### config.mk
export PLATFORM = sky130hd
export DESIGN_NAME = btn_debounce
export DESIGN_NICKNAME = d
export VERILOG_FILES = /design/src/rtl/btn_debounce.sv
export SDC_FILE = /design/constraint.sdc
export NUM_CORES = 1
export LEC_CHECK = 0
export BUFFER_PORTS_ARGS = -buffer_cell sky130_fd_sc_hd__buf_2
export CORE_MARGIN = 2
export CORE_UTILIZATION = 50
export DETAILED_ROUTE_END_ITERATION = 6
export PLACE_DENSITY = 0.82
export SKIP_CTS_REPAIR_TIMING = 1
export SKIP_LAST_GASP = 1
export SLEW_MARGIN = 25
export SYNTH_ARGS = -nofsm -noshare
export SYNTH_HDL_FRONTEND = slang
export SYNTH_HIERARCHICAL = 1
export SYNTH_SLANG_ARGS = --single-unit
### constraint.sdc
create_clock -name i_clk -period 2.4 [get_ports i_clk]
set_clock_uncertainty 0.2 [all_clocks]
set_input_delay 0.24 -clock i_clk [delete_from_list [all_inputs] [get_ports i_clk]]
set_output_delay 0.24 -clock i_clk [all_outputs]
set_load 0.005 [all_outputs]
### src/rtl/btn_debounce.sv
// btn_debounce: per-button two-flop synchronizer and debounce counter, sticky
// press/release events, one Wishbone register and a level interrupt.
//
// Register (single address):
//   [NBTN-1:0]  debounced levels (read only)
//   [8+k]       press[k]  (write 1 to clear)
//   [16+k]      rel[k]    (write 1 to clear)
//   [24+k]      en[k]     (read/write interrupt enable)

// One button: synchronize, debounce, and flag accepted level changes.
module btn_debounce_lane #(
    parameter int unsigned DEBOUNCE = 100000,
    parameter int          CW       = 20
) (
    input  logic clk,
    input  logic rst_n,
    input  logic raw,
    output logic level,
    output logic rise,
    output logic fall
);
    localparam logic [CW-1:0] LAST = CW'(DEBOUNCE - 1);

    logic          meta;
    logic          sync;
    logic [CW-1:0] cnt;
    logic          accept;

    // The change is taken on the DEBOUNCE-th consecutive differing sample.
    assign accept = (sync != level) && (cnt == LAST);
    assign rise   = accept & sync;
    assign fall   = accept & ~sync;

    // Two-flop synchronizer for the asynchronous pin.
    always_ff @(posedge clk or negedge rst_n) begin
        if (!rst_n) begin
            meta <= 1'b0;
            sync <= 1'b0;
        end else begin
            meta <= raw;
            sync <= meta;
        end
    end

    // Count consecutive mismatching samples; any agreement restarts the count.
    always_ff @(posedge clk or negedge rst_n) begin
        if (!rst_n) begin
            cnt   <= '0;
            level <= 1'b0;
        end else if (sync == level) begin
            cnt <= '0;
        end else if (accept) begin
            cnt   <= '0;
            level <= sync;
        end else begin
            cnt <= cnt + CW'(1);
        end
    end
endmodule

module btn_debounce #(
    parameter int          NBTN     = 2,
    parameter int unsigned DEBOUNCE = 100000,
    parameter int          CW       = 20
) (
    input  logic            i_clk,
    input  logic            i_reset_n,
    input  logic [NBTN-1:0] i_btn_raw,
    input  logic            i_wb_cyc,
    input  logic            i_wb_stb,
    input  logic            i_wb_we,
    input  logic [31:0]     i_wb_data,
    output logic            o_wb_ack,
    output logic [31:0]     o_wb_data,
    output logic [NBTN-1:0] o_btn,
    output logic            o_int
);
    logic [NBTN-1:0] rise;
    logic [NBTN-1:0] fall;
    logic [NBTN-1:0] press;
    logic [NBTN-1:0] rel;
    logic [NBTN-1:0] en;
    logic [NBTN-1:0] clr_press;
    logic [NBTN-1:0] clr_rel;
    logic            wr;
    logic [31:0]     rd_val;

    // The cycle line carries no information beyond the strobe, and the low
    // data byte plus unpopulated button slots are write-ignored.
    logic unused;
    assign unused = ^{i_wb_cyc, i_wb_data};

    btn_debounce_lane #(
        .DEBOUNCE(DEBOUNCE),
        .CW      (CW)
    ) u_lane [NBTN-1:0] (
        .clk  (i_clk),
        .rst_n(i_reset_n),
        .raw  (i_btn_raw),
        .level(o_btn),
        .rise (rise),
        .fall (fall)
    );

    assign wr        = i_wb_stb & i_wb_we;
    assign clr_press = wr ? i_wb_data[8 +: NBTN]  : '0;
    assign clr_rel   = wr ? i_wb_data[16 +: NBTN] : '0;

    // Sticky events; a new event on the clearing cycle keeps the bit set.
    always_ff @(posedge i_clk or negedge i_reset_n) begin
        if (!i_reset_n) begin
            press <= '0;
            rel   <= '0;
            en    <= '0;
        end else begin
            press <= (press & ~clr_press) | rise;
            rel   <= (rel & ~clr_rel) | fall;
            if (wr) en <= i_wb_data[24 +: NBTN];
        end
    end

    // Read view of the register; unpopulated slots stay zero.
    always_comb begin
        rd_val               = '0;
        rd_val[NBTN-1:0]     = o_btn;
        rd_val[8 +: NBTN]    = press;
        rd_val[16 +: NBTN]   = rel;
        rd_val[24 +: NBTN]   = en;
    end

    // Zero-wait bus: ack every strobe next cycle with the pre-write state.
    always_ff @(posedge i_clk or negedge i_reset_n) begin
        if (!i_reset_n) begin
            o_wb_ack  <= 1'b0;
            o_wb_data <= '0;
        end else begin
            o_wb_ack <= i_wb_stb;
            if (i_wb_stb) o_wb_data <= rd_val;
        end
    end

    // Registered interrupt from any enabled pending event.
    always_ff @(posedge i_clk or negedge i_reset_n) begin
        if (!i_reset_n) o_int <= 1'b0;
        else            o_int <= |(en & (press | rel));
    end
endmodule

==> qor.yml <==
sta:
  hold_violations: 0
  rsz0062_at_grt: "false"
  clock.fmax_ghz: 0.4853
  fin_crit_ns: 2.061
  drv_slew: 0
  setup_tns_ns: 0
  tightest_slew_ns: 0.6186
  timing.final.crit_share_pct: 85.86
  slew_headroom_pct: 58.76
  setup_violations: 0
global_routing:
  grt_max_degree: 37
  antenna_found_initial: 0
  grt_pass1_wl_um: 8963
  first_global_vias: 2043
  grtUsageTotal_pct: 17.76
  overflow: 0
pwr:
  pwr-share-clk_pct: 38.7
  ir_drop_uv: 321.3
  finalPower_mw: 1.962
  power_frac_seq_pct: 55.5
  combPwrFrac_pct: 5.8
  p_per_area_mw_per_mm2: 581.6
  p_leak_nw: 1.558
  power.switching_mw: 0.4417
  p_int_mw: 1.520
  p_sw_share_pct: 22.51
clock_network:
  clock-sinks: 62
  cts_max_level: 3
  insertion_delay_ns: 0.33
  clockBufferDepth: 2
  cts_made_buffers: 9
  root_buffer: "clkbuf_8"
  cts_tree: "yes"
  clkTransAtPathRegs_ns: 0.06
flow_run:
  maxCapViolCount: 0
worst_setup_path:
  cp-start-kind: "flop"
  crit_path_end_kind: "flop"
  worstPathMaxFanout: 8
  path_class: "flop to flop"
  r2r_cells: 5
  cp.arrival_ns: 2.13
  required_ns: 2.47
floorplan:
  num_io_pins: 75
  die_w_um: 82.11
  dieArea_mm2: 0.006741
  coreArea_mm2: 0.005921
  rows: 28
  die_h_um: 82.11
  start_util_pct: 51.52
placement:
  portBuffers: 23
  dp_hpwl_um: 3834
  place_congestion: 0.8739
hold_path:
  hold_class: "primary input to flop"
  hold_depth: 3
final_layout:
  final_nets: 369
  n_antenna_cell: 0
  layout_common_cells: "dfrtp_1 (62), nor2_1 (34), conb_1 (24), buf_2 (23), xor2_1 (18)"
  drive_gt1_share_pct: 16.22
  n_fill_cell: 473
  final_common_cell: "dfrtp_1"
  area_delta_synth_final_pct: 10.58
synthesis:
  synthAdderAreaFrac_pct: 0.8203
  syn_area_mm2: 0.003050
  ys_warn_count: 6
  synthSimpleGateAreaFrac_pct: 21.49
  ys_types: 31
  postSynthCellCount: 294
  synth_compound_area_share_pct: 5.496
  synthXorXnorAreaFrac_pct: 8.614
  syn_avg_cell_area_um2: 10.38
  ys_seq_area_share_pct: 50.86
  ys_seq_elements: 62
  synth_mux_area_share_pct: 4.348
  synth_top_family_by_area: "simple AND/OR/NAND/NOR gates"
route:
  vias: 2208
  via_per_inst: 5.412
  drt_pass1_iterations: 4
  drc: 0
  antenna_left: 0
  wl_um: 5558
  wl_per_cell_um: 13.62
  drt_iter0_drc: 100
outcome:
  outcome: "completed"
## metrics by stage
step                      utilization, %  setup WS (ns)  instances  hold slack, ns  area (um^2)
final                              56.97         0.3393        408         0.01813         3373
after global placement             53.23         0.3977        386         0.08599         3152
after floorplan                        -         0.4859        317         -0.2556         3137
after global routing               56.97        0.09541        408         0.02595         3373
after CTS                          55.96         0.3599        402         -0.2626         3313
after detailed placement           53.23         0.3817        386         0.08872         3152
## cell usage after synthesis (all sizes together)
library cell | instances | share of area (%)
o21ai | 12 | 2.2
mux2i | 2 | 0.66
conb | 1 | 0.12
nor2 | 34 | 4.2
xor2 | 18 | 5.2
nor3 | 4 | 0.66
o31ai | 4 | 0.98
and2 | 4 | 0.82
nand2b | 2 | 0.41
buf | 33 | 7.8
inv | 4 | 0.49
xnor2 | 12 | 3.4
and4 | 6 | 1.8
or3 | 6 | 1.2
nand4 | 14 | 2.9
nor4 | 8 | 1.6
nand2 | 16 | 2.0
and3 | 4 | 0.82
ha | 2 | 0.82
dfrtp | 62 | 51
a21o | 4 | 0.98
nand3 | 16 | 3.0
or4 | 4 | 0.98
nor4b | 4 | 1.1
a21oi | 8 | 1.3
mux2 | 10 | 3.7
## per-layer routing
metal  vias up  global-route usage [%]  wire, um
met1      1062                   21.77      2459
met2        77                   28.86      2718
met4         0                   10.33        94
met5         -                       0         0
li1       1061                       -         -
met3         8                   3.913       285
## final cells by class
class | count | area [um^2] | share of cell area [%]
Clock inverter | 1 | 5.005 | 0.1484
Sequential cell | 62 | 1551 | 45.99
Clock buffer | 15 | 156.4 | 4.636
Tap cell | 75 | 93.84 | 2.782
Inverter | 4 | 15.01 | 0.4451
Timing Repair Buffer | 33 | 217.7 | 6.454
Multi-Input combinational cell | 218 | 1334 | 39.54
## state kept, by name, summed over array words and instances, names as in the netlist
name / cells
en: 2
o_int: 1
o_wb_ack: 1
o_wb_data: 8
press: 2
rel: 2
u_lane/cnt: 40
u_lane/level: 2
u_lane/meta: 2
u_lane/sync: 2
## critical path, stage by stage (launching register included)
cell and delay [ns]:
dfrtp_1 0.38, ha_1 0.23, and4_1 0.38, nand4_1 0.24
nor4b_1 0.41, nand2b_1 0.15
## path summary, 6_finish.rpt
| check | startpoint | endpoint | slack [ns] |
|---|---|---|---|
| setup / recovery | u_lane[0]/cnt[0] | u_lane[0]/level | 0.34 |
| hold / removal | i_wb_data[9] | press[1] | 0.02 |
| setup reg to reg | u_lane[0]/cnt[0] | u_lane[0]/level | 0.34 |
| hold reg to reg | u_lane[1]/meta | u_lane[1]/sync | 0.15 |
| max in group asynchronous | i_reset_n | u_lane[1]/cnt[3] | 1.14 |
| min in group asynchronous | i_reset_n | u_lane[1]/cnt[12] | 0.26 |
## power groups by stage
stage                     sequential, mW  clock, mW  combinational [mW]
after CTS                           1.09      0.776               0.108
after global placement              1.11          0               0.104
final                               1.09      0.758               0.114
after global routing                1.09      0.830               0.132
after detailed placement            1.11          0               0.107
after floorplan                     1.10          0              0.0819
## logic make-up (layout without fill, tap and decap cells)
kind of cell             Yosys count  count (layout)
adder cells (fa/ha/maj)            2               2
multiplexers                      12              12
AND/OR/NAND/NOR                  122             122
AO/OA/AOI/OAI                     28              28
buffers and inverters             37              53
flip-flops                        62              62
other                              1              24
XOR/XNOR                          30              30
No activity file was read; power rests on OpenSTA's default activity.
